### src/rtl/div_pkg.sv
// Shared types and constants for the divider issue front end.
package div_pkg;

  localparam int OP_W = 7;
  localparam logic [OP_W-1:0] DIV0_Q = 7'h7F;

  // Operand half of a queued operation; the tag is appended by the user module.
  typedef struct packed {
    logic [OP_W-1:0] a;
    logic [OP_W-1:0] b;
  } op_pair_t;

  function automatic logic is_div0(input op_pair_t op);
    return op.b == '0;
  endfunction

endpackage

### src/rtl/ChuFa_tiny.sv
// 7-bit unsigned combinational divider; a zero dividend yields 0/0.
module ChuFa_tiny (
  input  logic [6:0] a,
  input  logic [6:0] b,
  output logic [6:0] q,
  output logic [6:0] r
);

  always_comb begin
    q = '0;
    r = '0;
    // b==0 has no defined result here; the caller substitutes its own.
    if (a != '0 && b != '0) begin
      q = a / b;
      r = a % b;
    end
  end

endmodule

### src/rtl/op_fifo.sv
// Synchronous FIFO with combinational head read and occupancy count.
module op_fifo #(
  parameter int DEPTH = 4,
  parameter int W     = 18
) (
  input  logic                     clk,
  input  logic                     rst_n,
  input  logic                     push,
  input  logic [W-1:0]             din,
  input  logic                     pop,
  output logic [W-1:0]             dout,
  output logic                     full,
  output logic                     empty,
  output logic [$clog2(DEPTH):0]   count
);

  localparam int AW = $clog2(DEPTH);

  logic [W-1:0]  mem [DEPTH];
  logic [AW-1:0] wr_ptr;
  logic [AW-1:0] rd_ptr;

  // Power-of-two depth lets the pointers wrap by plain overflow.
  always_ff @(posedge clk) begin
    if (!rst_n) begin
      wr_ptr <= '0;
      rd_ptr <= '0;
      count  <= '0;
    end else begin
      if (push) wr_ptr <= wr_ptr + 1'b1;
      if (pop)  rd_ptr <= rd_ptr + 1'b1;
      count <= count + {{AW{1'b0}}, push} - {{AW{1'b0}}, pop};
    end
  end

  always_ff @(posedge clk) begin
    if (push) mem[wr_ptr] <= din;
  end

  assign dout  = mem[rd_ptr];
  assign full  = (count == (AW+1)'(DEPTH));
  assign empty = (count == '0);

endmodule

### src/rtl/div_issue_ctrl.sv
// Queues operand pairs, issues the FIFO head to ChuFa_tiny and holds the
// registered result under a valid/ready handshake; counts divide-by-zero.
module div_issue_ctrl
  import div_pkg::*;
#(
  parameter int DEPTH = 4,
  parameter int TAG_W = 4,
  parameter int CNT_W = 16
) (
  input  logic             clk,
  input  logic             rst_n,
  input  logic             in_valid,
  output logic             in_ready,
  input  logic [OP_W-1:0]  in_a,
  input  logic [OP_W-1:0]  in_b,
  input  logic [TAG_W-1:0] in_tag,
  output logic             out_valid,
  input  logic             out_ready,
  output logic [OP_W-1:0]  out_q,
  output logic [OP_W-1:0]  out_r,
  output logic             out_err,
  output logic [TAG_W-1:0] out_tag,
  input  logic             err_clr,
  output logic [CNT_W-1:0] err_cnt,
  output logic             busy
);

  typedef struct packed {
    op_pair_t         op;
    logic [TAG_W-1:0] tag;
  } entry_t;

  entry_t                 wr_entry;
  entry_t                 head;
  logic                   full;
  logic                   empty;
  logic [$clog2(DEPTH):0] count;
  logic                   push;
  logic                   issue;
  logic                   head_zero;
  logic [OP_W-1:0]        div_q;
  logic [OP_W-1:0]        div_r;

  // in_ready depends only on registered occupancy, never on out_ready.
  assign in_ready  = !full;
  assign push      = in_valid & in_ready;
  assign issue     = !empty & (!out_valid | out_ready);
  assign wr_entry  = '{op: '{a: in_a, b: in_b}, tag: in_tag};
  assign head_zero = is_div0(head.op);

  op_fifo #(
    .DEPTH (DEPTH),
    .W     ($bits(entry_t))
  ) u_fifo (
    .clk   (clk),
    .rst_n (rst_n),
    .push  (push),
    .din   (wr_entry),
    .pop   (issue),
    .dout  (head),
    .full  (full),
    .empty (empty),
    .count (count)
  );

  ChuFa_tiny u_div (
    .a (head.op.a),
    .b (head.op.b),
    .q (div_q),
    .r (div_r)
  );

  always_ff @(posedge clk) begin
    if (!rst_n) begin
      out_valid <= 1'b0;
      out_q     <= '0;
      out_r     <= '0;
      out_err   <= 1'b0;
      out_tag   <= '0;
    end else if (issue) begin
      out_valid <= 1'b1;
      out_q     <= head_zero ? DIV0_Q : div_q;
      out_r     <= head_zero ? head.op.a : div_r;
      out_err   <= head_zero;
      out_tag   <= head.tag;
    end else if (out_ready) begin
      out_valid <= 1'b0;
    end
  end

  // Clear wins over the old count but still records a coincident error.
  always_ff @(posedge clk) begin
    if (!rst_n) begin
      err_cnt <= '0;
    end else if (err_clr) begin
      err_cnt <= {{(CNT_W-1){1'b0}}, issue & head_zero};
    end else if (issue && head_zero && err_cnt != '1) begin
      err_cnt <= err_cnt + 1'b1;
    end
  end

  assign busy = (count != '0) | out_valid;

endmodule

### config.mk
export PLATFORM = sky130hd
export DESIGN_NAME = div_issue_ctrl
export DESIGN_NICKNAME = d
export VERILOG_FILES = /design/src/rtl/div_pkg.sv /design/src/rtl/ChuFa_tiny.sv /design/src/rtl/op_fifo.sv /design/src/rtl/div_issue_ctrl.sv
export SDC_FILE = /design/constraint.sdc
export NUM_CORES = 1
export LEC_CHECK = 0
export BUFFER_PORTS_ARGS = -buffer_cell sky130_fd_sc_hd__buf_2
export CAP_MARGIN = 20
export CORE_ASPECT_RATIO = 0.9
export CORE_UTILIZATION = 30
export CTS_BUF_LIST = sky130_fd_sc_hd__clkbuf_2 sky130_fd_sc_hd__clkbuf_4 sky130_fd_sc_hd__clkbuf_8
export CTS_CLUSTER_DIAMETER = 80
export DETAILED_ROUTE_END_ITERATION = 16
export GPL_ROUTABILITY_DRIVEN = 1
export MAX_ROUTING_LAYER = met4
export PLACE_DENSITY = 0.48
export RECOVER_POWER = 100
export SLEW_MARGIN = 20
export SYNTH_ARGS = -nofsm -noshare
export SYNTH_HDL_FRONTEND = slang
export SYNTH_SLANG_ARGS = --single-unit
### constraint.sdc
create_clock -name clk -period 16.32 [get_ports clk]
set_input_delay 3.264 -clock clk [delete_from_list [all_inputs] [get_ports clk]]
set_output_delay 3.264 -clock clk [all_outputs]
set_load 0.01 [all_outputs]
# Word-level counts from Yosys, hierarchy flattened
# Memory sizes are Yosys's and may differ from the RTL's. A register that Yosys moved wholly into a read port is not among the register bits.
# Index checks and enable logic that the tools add are counted.
[totals] ramBits=72 output_inout_bits=38 input_bits=23 regBits=43 memories=1 word_cells=52
[mem_list] memory="u_fifo.mem" depth=4 width=18 rd=1 rd_ports_with_merged_regs=1 write_ports=1 line="op_fifo.sv:19" rtl="logic [W-1:0] mem [DEPTH];"
[op_classes] n_addsub=5 n_eq_ne=2 n_reduce_logical=14 n_bitwise=6 n_mux=12 div_mod_pow=2
[ops] cell="$mux 7" count=4
[ops] cell="$add 16x1->16 const B" count=1
[ops] cell="$ne 16x16->1 const B" count=1
[ops] cell="$reduce_bool 7->1" count=2
[ops] cell="$div 7x7->7" count=1
[ops] cell="$logic_not 7->1" count=1
[ops] cell="$mod 7x7->7" count=1
[ops] cell="$mux 1" count=6
[ops] cell="$add 2x1->2 const B" count=2
[ops] cell="$mux 2" count=2
[ops] cell="$reduce_bool 2->1" count=2
[ops] cell="$add 3x1->3" count=1
[ops] cell="$and 1x1->1" count=3
[ops] cell="$eq 3x3->1 const B" count=1
[ops] cell="$logic_and 1x1->1" count=3
[ops] cell="$logic_not 1->1" count=3
[ops] cell="$logic_not 3->1" count=1
[ops] cell="$reduce_bool 3->1" count=1
[ops] cell="$sub 3x1->3" count=1
[ops] cell="$or 1x1->1" count=2
[ops] cell="$reduce_or 2->1" count=1
[ops] cell="$not 1->1" count=1

# Depth between registers and ports, before layout
# Gate-level depths: netlist of run 1.
[logic_depth] depth_word=7 mapped_depth=46 mapped_depth_nobuf=45

# By module
# Synthesis of run 1 repeated with hierarchy kept, for this count alone.
[unflattened] cells_unflattened=548 hier_area_um2=6277.3
[by_module_without_submodules] mod="op_fifo" instances=1 cells_each=137 seq_area_each_um2=2342.2 area_each_um2=3083.0
[by_module_without_submodules] mod="div_issue_ctrl" instances=1 cells_each=193 seq_area_each_um2=720.7 area_each_um2=1662.8
[by_module_without_submodules] mod="ChuFa_tiny" instances=1 cells_each=218 seq_area_each_um2=0.0 area_each_um2=1531.5

# Worst setup path after synthesis of run 1
# Ideal clock, no wire load.
[synth_path] path_type="flip-flop to flip-flop" from="register (tool-made name)" to="register out_q[0]" path_stages_with_launch=46 n_path_buf=2 synth_period_minus_slack_ns=10.014 arrival_time_ns=9.895 required_ns=16.201 setup_slack_ns=6.306 cell_sequence="dfxtp_1 buf_6 buf_2 mux4_2 ha_1 and3_1 nor2_1 ha_1 o21ai_0 a21oi_1 nand2_1 nand2_1 o21ai_0 ha_1 o21a_1 o21a_1 o21ai_0 mux2i_1 [10 not listed] mux2_2 inv_1 ha_1 nor2b_1 o21ai_0 a21boi_0 o31a_1 o21ai_1 mux2i_1 ha_1 nor2b_1 o21ai_0 a21boi_0 o21ai_0 nand3b_1 nand2_1 nor2_1 o221a_2"
[synth_rtl] item="end signal, assigned" line="div_issue_ctrl.sv:82" rtl="out_q <= head_zero ? DIV0_Q : div_q;"
[synth_rtl] item="end, declared" line="div_issue_ctrl.sv:19" rtl="output logic [OP_W-1:0] out_q,"

==> results.json, run 1 <==
{
  "drc_errors": 0,
  "holdBufCountCts": 0,
  "area_growth_pct": 13.9,
  "clkSinkCount": 117,
  "slowest_delay_ns": 1.13,
  "totalWireLength_mm": 14.0,
  "rows": 48,
  "crit_slowest_cell": "clkbuf_1",
  "synthCells": 500,
  "antenna_found_initial": 0,
  "grt_pass1_wl_mm": 21.8,
  "core_um2": 19300,
  "die_w_um": 151,
  "cts_buffers": 17,
  "fin_crit_ns": 13.25,
  "diodes": 0,
  "first_pass_iters": 4,
  "maxSlewViolCount": 19,
  "cts_resized": 0,
  "layout.nets": 630,
  "crit_path_end_kind": "flip-flop",
  "synth_seq_area_share_pct": 51.2,
  "grtUsageTotal_pct": 14.9,
  "root_buffer": "clkbuf_8",
  "hold_viol_final": 0,
  "grt_max_degree": 35,
  "clkTransAtPathRegs_ns": 0.08,
  "grt-ovfl-total": 0,
  "synth_top_area_cell": "edfxtp_1",
  "r2r_end": "out_r[5]",
  "synth_top_area_share_pct": 36.2,
  "worst_ep_required_time_ns": 16.67,
  "synth-edff-count": 72,
  "worstMarginPinSlew_ns": 1.57,
  "syn_avg_cell_area_um2": 12.0,
  "finalClockSkew_ns": 0.0176,
  "relSlewSlack_pct": -4.70,
  "synthTopCellsByCount": "edfxtp_1 (72), dfxtp_1 (45), ha_1 (37), nand2_1 (37), nor2_1 (35)",
  "ys_seq_elements": 117,
  "wire_per_inst_um": 16.9,
  "rsz0062_at_grt": "no",
  "utilization_pct": 35.2,
  "rrSetupSlack_ns": 3.07,
  "r2r_cells": 43,
  "whs_path_depth": 2,
  "post_route_cells_drive_above_1_share_pct": 11.4,
  "clock_latency_ns": 0.45,
  "failed_checks": "capacitance limit, slew limit",
  "cts_setup_buffers": 0,
  "cts_tree": "done",
  "hold_class": "reg -> reg",
  "whs_endpoint": "out_tag[3]",
  "fin_setup_tns_ns": 0,
  "routed_via_density": 4.96,
  "startpoint_type": "flip-flop",
  "min-delay-start": "out_tag[3]",
  "syn_nets": 562,
  "yosys_warnings": 0,
  "ios": 61,
  "async_flop_share_pct": 0,
  "clockBufferDepth": 2,
  "htreeDepth": 4,
  "portBuffers": 60,
  "status": "finished with violations",
  "synth.most_common_cell": "edfxtp_1",
  "worstPathMaxFanout": 18,
  "drt_iter0_drc": 170,
  "setup_viol": 0,
  "finalCritPeriodShare_pct": 81.2,
  "fmax_mhz": 75.5,
  "dp_hpwl_mm": 10.2,
  "start_util_pct": 30.9,
  "crit_type": "reg -> reg",
  "gp_congestion": 0.890,
  "synthFlopType": "edfxtp_1",
  "vias": 4121,
  "synthTopCellsByArea": "edfxtp_1 (36%), dfxtp_1 (15%), ha_1 (7.7%), mux4_2 (6.4%), nand2_1 (2.3%)",
  "critical_path_arrival_ns": 13.61,
  "postRouteAntennaNets": 0,
  "first_global_vias": 4168,
  "synth_area_um2": 5980,
  "chipHeight_um": 136,
  "ys_types": 61,
  "path_common_cell": "o21ai_0",
  "die_area_um2": 20500,
  "drv_cap": 1
}
==> per-layer routing <==
metal	share of wire (%)	wire length [um]	global-route usage (%)
met1	49	6810	18.8
met2	46	6450	23.0
met3	3.7	513	3.79
met4	1.7	240	5.56
met5	0	0	-
==> critical path: cells and delay by family (launching register included) <==
family          cells  cell delay, ns
compound gates     21            5.14
fa+ha+maj           6            1.74
buf+inv             2            1.20
flops               1            0.31
mux                 5            2.18
simple gates        9            2.57
==> through the flow <==
step	setup slack [ns]	cells	hold slack, ns	cell area [um^2]
global placement	5.03	799	0.463	6540
floorplan	6.31	500	0.488	5980
finish	3.07	831	0.470	6810
global route	1.63	831	0.495	6810
detailed placement	4.57	799	0.458	6540
CTS	4.52	831	0.469	6930
==> how the worst max path moves through the flow <==
stage	cells past startpoint	slack, ns	start	end
final	43	3.07	flip-flop	out_r[5]
after global routing	44	1.63	flip-flop	out_r[5]
after CTS	43	4.52	flip-flop	out_r[5]
after detailed placement	43	4.57	flip-flop	out_r[5]
after global placement	43	5.03	flip-flop	out_r[5]
after floorplan	45	6.31	flip-flop	out_q[0]
==> cell families (layout without fill, tap and decap cells) <==
kind of cell | count (synthesis) | after routing | share of synthesized area, %
buf+inv | 45 | 126 | 3.31
simple gates | 148 | 148 | 13.0
xor+xnor | 22 | 22 | 3.22
fa+ha+maj | 39 | 39 | 8.41
compound gates | 100 | 100 | 12.1
mux | 29 | 29 | 8.81
flops | 117 | 117 | 51.2
==> sequential cells by signal, indices dropped and copies added, names as in the netlist, named ones only <==
| name | flops |
|---|---|
| out_err | 1 |
| u_fifo.rd_ptr | 2 |
| out_r | 7 |
| u_fifo.mem | 72 |
| u_fifo.count | 3 |
| out_valid | 1 |
| err_cnt | 16 |
| out_tag | 4 |
| out_q | 7 |
| u_fifo.wr_ptr | 2 |
==> layout by cell type, fill, tap and decap left out, types with 17 or more instances in the layout <==
master / synthesis / layout
inv_1: 31 / 31
mux4_2: 17 / 17
nand2_1: 37 / 37
nor2_1: 35 / 35
clkbuf_8: 0 / 17
clkbuf_1: 6 / 59
dfxtp_1: 45 / 45
edfxtp_1: 72 / 72
ha_1: 37 / 37
o21ai_0: 22 / 23
==> area by class of cell <==
cell class,count,area [um^2]
clock buffers,17,234
clock inverters,15,156
fillers,1977,12500
inverters,31,116
multi-input cells,338,2690
flip-flops and latches,117,3060
well taps,250,313
repair buffers,63,246
Power of run 1 is not shown: default switching activity piles up to over one toggle a cycle in this logic, so the estimate is an artifact.
==> inputs of run 2 (changes only) <==
--- a/config.mk
+++ b/config.mk
@@ -14,7 +14,7 @@
 export DETAILED_ROUTE_END_ITERATION = 16
 export GPL_ROUTABILITY_DRIVEN = 1
 export MAX_ROUTING_LAYER = met4
-export PLACE_DENSITY = 0.48
+export PLACE_DENSITY = 0.5
 export RECOVER_POWER = 100
 export SLEW_MARGIN = 20
 export SYNTH_ARGS = -nofsm -noshare
==> constraint.sdc (replaced) <==
create_clock -name clk -period 12.06 [get_ports clk]
set_input_delay 2.412 -clock clk [delete_from_list [all_inputs] [get_ports clk]]
set_output_delay 2.412 -clock clk [all_outputs]
set_load 0.01 [all_outputs]
==> results.json, run 2 (synthesis results as in run 1) <==
{
  "core_um2": 19300,
  "diodes": 0,
  "rsz0062_at_grt": "no",
  "r2r_cells": 44,
  "crit_path_end_kind": "flip-flop",
  "drv_cap": 0,
  "rows": 48,
  "crit_slowest_cell": "mux4_2",
  "htreeDepth": 4,
  "root_buffer": "clkbuf_8",
  "layout_commonest_cell": "edfxtp_1",
  "postRouteAntennaNets": 0,
  "fin_setup_tns_ns": 0,
  "worstPathMaxFanout": 10,
  "die_w_um": 151,
  "finalCritPeriodShare_pct": 90.1,
  "setup_viol": 0,
  "slowest_delay_ns": 0.64,
  "path_common_cell": "ha_1",
  "vias": 4185,
  "grt-ovfl-total": 0,
  "relSlewSlack_pct": 29.5,
  "hold_class": "reg -> reg",
  "first_global_vias": 4222,
  "worst_ep_required_time_ns": 12.40,
  "cts_setup_buffers": 0,
  "status": "completed",
  "r2r_end": "out_r[6]",
  "clkSinkCount": 117,
  "first_pass_iters": 4,
  "post_route_cells_drive_above_1_share_pct": 12.3,
  "reg_top3": "u_fifo.mem: 72 flops, err_cnt: 16 flops",
  "hold_viol_final": 0,
  "maxSlewViolCount": 0,
  "final_cell_mix": "edfxtp_1 (72), clkbuf_1 (58), dfxtp_1 (44), nand2_1 (37), ha_1 (37)",
  "clockBufferDepth": 2,
  "fin_crit_ns": 10.87,
  "clkTransAtPathRegs_ns": 0.07,
  "critical_path_arrival_ns": 11.21,
  "antenna_found_initial": 0,
  "whs_endpoint": "out_tag[2]",
  "portBuffers": 60,
  "clock_latency_ns": 0.42,
  "cts_buffers": 17,
  "grt_max_degree": 35,
  "whs_path_depth": 2,
  "crit_type": "reg -> reg",
  "grt_pass1_wl_mm": 22.6,
  "layout.nets": 633,
  "finalClockSkew_ns": 0.0134,
  "grtUsageTotal_pct": 15.2,
  "largest-register": "u_fifo.mem",
  "gp_congestion": 0.879,
  "dp_hpwl_mm": 10.3,
  "min-delay-start": "out_tag[2]",
  "holdBufCountCts": 0,
  "totalWireLength_mm": 14.3,
  "worstMarginPinSlew_ns": 1.06,
  "routed_via_density": 5.02,
  "startpoint_type": "flip-flop",
  "chipHeight_um": 136,
  "rrSetupSlack_ns": 1.19,
  "start_util_pct": 30.9,
  "die_area_um2": 20500,
  "wire_per_inst_um": 17.2,
  "cts_tree": "done",
  "fmax_mhz": 92.0,
  "drc_errors": 0,
  "largest_register_ffs": 72,
  "drt_iter0_drc": 162,
  "area_growth_pct": 14.9,
  "ios": 61
}
-- run 2: cell types whose count changed in the layout (fill, tap and decap cells not counted), moves of 3 or more --
cell,before,now
inv_8,5,0
buf_4,2,5
clkinv_1,0,3
bufinv_16,0,3
-- run 2: worst max path at each step --
stage                     startpoint  endpoint  slack [ns]  depth (start not counted)
after floorplan            flip-flop  out_q[0]        2.05                         45
after global placement     flip-flop  out_r[6]        1.05                         45
after detailed placement   flip-flop  out_r[6]        0.64                         44
after CTS                  flip-flop  out_r[6]        0.59                         44
after global routing       flip-flop  out_r[6]        0.09                         44
final                      flip-flop  out_r[6]        1.19                         44
-- run 2: final cells by class --
class / instances / area [um^2]
sequential: 117 / 3060
multi-input combinational: 338 / 2700
clock inverter: 13 / 156
inverter: 31 / 116
fill: 1958 / 12500
tap: 250 / 313
timing repair buffer: 66 / 270
clock buffer: 19 / 249
-- run 2: stage by stage --
step	setup WS, ns	utilization [%]	hold slack, ns	instance area [um^2]	instances
3_5_place_dp	0.641	33.9	0.463	6560	802
2_1_floorplan	2.05	-	0.488	5980	500
4_1_cts	0.589	36.0	0.473	6960	834
6_report	1.19	35.5	0.471	6870	834
5_1_grt	0.0908	35.5	0.493	6870	834
3_3_place_gp	1.05	33.9	0.452	6560	802
-- run 2: critical path, delay by kind of cell, from the launching register on --
kind,cells,cell delay (ns)
multiplexers,5,2.03
buffers and inverters,3,0.54
flip-flops,1,0.51
AO/OA/AOI/OAI,22,4.66
AND/OR/NAND/NOR,7,1.05
adder cells (fa/ha/maj),7,1.97
-- run 2: layer usage --
metal | track usage [%] | up-vias | routed length (um)
met4 | 4.28 | 0 | 151
met2 | 24.4 | 78 | 7020
li1 | - | 2015 | -
met1 | 19.4 | 2081 | 6750
met5 | - | - | 0
met3 | 2.89 | 11 | 413
-- run 2: what timing repair did --
action | 4_1_cts | 5_1_grt
endpoints found under the hold margin | 0 | 0
gates resized for setup | 0 | 5
setup endpoints to repair | 0 | 8
Power of run 2 is left out for the same reason.
==> inputs of run 3 (changes only) <==
--- a/config.mk
+++ b/config.mk
@@ -5,6 +5,7 @@
 export SDC_FILE = /design/constraint.sdc
 export NUM_CORES = 1
 export LEC_CHECK = 0
+export ABC_AREA = 1
 export BUFFER_PORTS_ARGS = -buffer_cell sky130_fd_sc_hd__buf_2
 export CAP_MARGIN = 20
 export CORE_ASPECT_RATIO = 0.9
==> results.json, run 3 <==
{
  "cts_tree": "done",
  "largest-register": "u_fifo.mem",
  "rows": 49,
  "cts_buffers": 17,
  "status": "finished with violations",
  "synthFlopType": "edfxtp_1",
  "syn_avg_cell_area_um2": 9.33,
  "root_buffer": "clkbuf_8",
  "routed_via_density": 4.60,
  "chipHeight_um": 137,
  "clkTransAtPathRegs_ns": 0.09,
  "critical_path_arrival_ns": 10.98,
  "area_growth_pct": 13.2,
  "register_area_um2": 3060,
  "ios": 61,
  "vias": 4549,
  "hold_viol_final": 0,
  "portBuffers": 60,
  "worstPathMaxFanout": 39,
  "dp.cells": 957,
  "crit_path_end_kind": "flip-flop",
  "die_area_um2": 20900,
  "layout.cells.non_filler": 989,
  "fmax_mhz": 93.8,
  "crit_type": "reg -> reg",
  "clockBufferDepth": 2,
  "post_route_cells_drive_above_1_share_pct": 8.58,
  "core_um2": 19900,
  "postRouteAntennaNets": 0,
  "synth_top_area_share_pct": 35.4,
  "maxSlewViolCount": 38,
  "fin_setup_tns_ns": 0,
  "cts_resized": 0,
  "dp_hpwl_mm": 10.1,
  "layout.nets": 783,
  "slowest_delay_ns": 0.50,
  "synth_seq_area_share_pct": 50.2,
  "finalCritPeriodShare_pct": 88.4,
  "yosys_warnings": 0,
  "htreeDepth": 4,
  "whs_ns": 0.468,
  "ys_types": 52,
  "die_w_um": 152,
  "syn_nets": 716,
  "first_pass_iters": 10,
  "synthCells": 654,
  "antenna_found_initial": 0,
  "synth_top_area_cell": "edfxtp_1",
  "setup_viol": 0,
  "drc_errors": 1,
  "holdBufCountCts": 0,
  "relSlewSlack_pct": -22.6,
  "worstMarginPinSlew_ns": 1.83,
  "reg_top3": "u_fifo.mem: 72 flops, err_cnt: 16 flops",
  "clkSinkCount": 117,
  "crit_slowest_cell": "inv_2",
  "synth_area_um2": 6100,
  "grt-ovfl-total": 0,
  "layout_commonest_cell": "nand2_1",
  "failed_checks": "DRC, capacitance limit, slew limit",
  "cts_setup_buffers": 0,
  "grtUsageTotal_pct": 15.1,
  "ys_seq_elements": 117,
  "finalClockSkew_ns": 0.0156,
  "first_global_vias": 4289,
  "synth.most_common_cell": "nand2_1",
  "drt_iter0_drc": 259,
  "start_util_pct": 30.6,
  "totalWireLength_mm": 14.6,
  "final_cell_mix": "nand2_1 (132), edfxtp_1 (72), inv_1 (70), clkbuf_1 (60)",
  "multiInputGateArea_um2": 2600,
  "diodes": 0,
  "rsz0062_at_grt": "no",
  "largest_register_ffs": 72,
  "grt_pass1_wl_mm": 23.0,
  "fin_crit_ns": 10.66,
  "async_flop_share_pct": 0,
  "synth-edff-count": 72,
  "drv_cap": 2,
  "startpoint_type": "flip-flop",
  "grt_max_degree": 40,
  "gp_congestion": 0.889,
  "wire_per_inst_um": 14.7,
  "path_common_cell": "nand2_1",
  "synthTopCellsByArea": "edfxtp_1 (35%), dfxtp_1 (15%), nand2_1 (8.0%), ha_1 (7.6%), inv_1 (4.2%)",
  "clock_latency_ns": 0.44,
  "n_fill_cell": 2089,
  "synthTopCellsByCount": "nand2_1 (130), edfxtp_1 (72), inv_1 (68)",
  "worst_ep_required_time_ns": 12.38,
  "hold_class": "reg -> reg"
}
## run 3: cell count changes after synthesis, moves of 11 or more
cell | before | now
o21a_1 | 14 | 3
o21ai_0 | 22 | 35
nand2_1 | 37 | 130
inv_1 | 31 | 68
nor2_1 | 35 | 47
nand3_1 | 5 | 32
mux4_2 | 17 | 0
a21oi_1 | 13 | 48
## run 3: through the flow
| step | area [um^2] | util [%] | setup slack [ns] |
|---|---|---|---|
| 2_1_floorplan | 6100 | - | 3.25 |
| 3_3_place_gp | 6660 | 33.4 | 1.89 |
| 3_5_place_dp | 6670 | 33.5 | 1.60 |
| 4_1_cts | 7060 | 35.4 | 1.56 |
| 5_1_grt | 6900 | 34.6 | 0.164 |
| 6_report | 6900 | 34.6 | 1.40 |
## run 3: worst max-delay path: cells and delay by family (launching register included)
family                     cells  cell delay [ns]
AOI/OAI and AO/OA             24             3.87
and+or+nand+nor               24             2.54
DFF                            1             0.30
adders and majority gates      7             2.33
buffers and inverters          7             1.46
## run 3: cell families after synthesis
kind of cell             Yosys count  share of synthesized area, %
adder cells (fa/ha/maj)           39                          8.24
AND/OR/NAND/NOR                  253                          19.4
XOR/XNOR                          19                          2.73
flip-flops                       117                          50.2
AO/OA/AOI/OAI                    134                          13.1
buffers and inverters             92                          6.28
## run 3: area by class of cell
type | count | share of cell area (%)
clock buffers | 17 | 3.39
multi-input cells | 445 | 37.6
flip-flops and latches | 117 | 44.4
well taps | 255 | 4.62
clock inverters | 15 | 2.27
inverters | 76 | 4.13
repair buffers | 64 | 3.59
## run 3: final timing paths
check,start,endpoint,slack (ns),depth (start not counted)
max reg2reg,flip-flop,out_r[1],1.40,62
min reg2reg,u_fifo.rd_ptr[1],u_fifo.rd_ptr[1],0.47,2
max,flip-flop,out_r[1],1.40,62
min,u_fifo.rd_ptr[1],u_fifo.rd_ptr[1],0.47,2
## run 3: per-layer routing
layer / up-vias / track usage, % / share of wire [%]
met1: 2088 / 20.0 / 53
met5: - / - / 0
met3: 11 / 3.49 / 3.1
met4: 0 / 4.59 / 0.77
li1: 2379 / - / -
met2: 71 / 22.8 / 43
Power of run 3 is left out for the same reason.
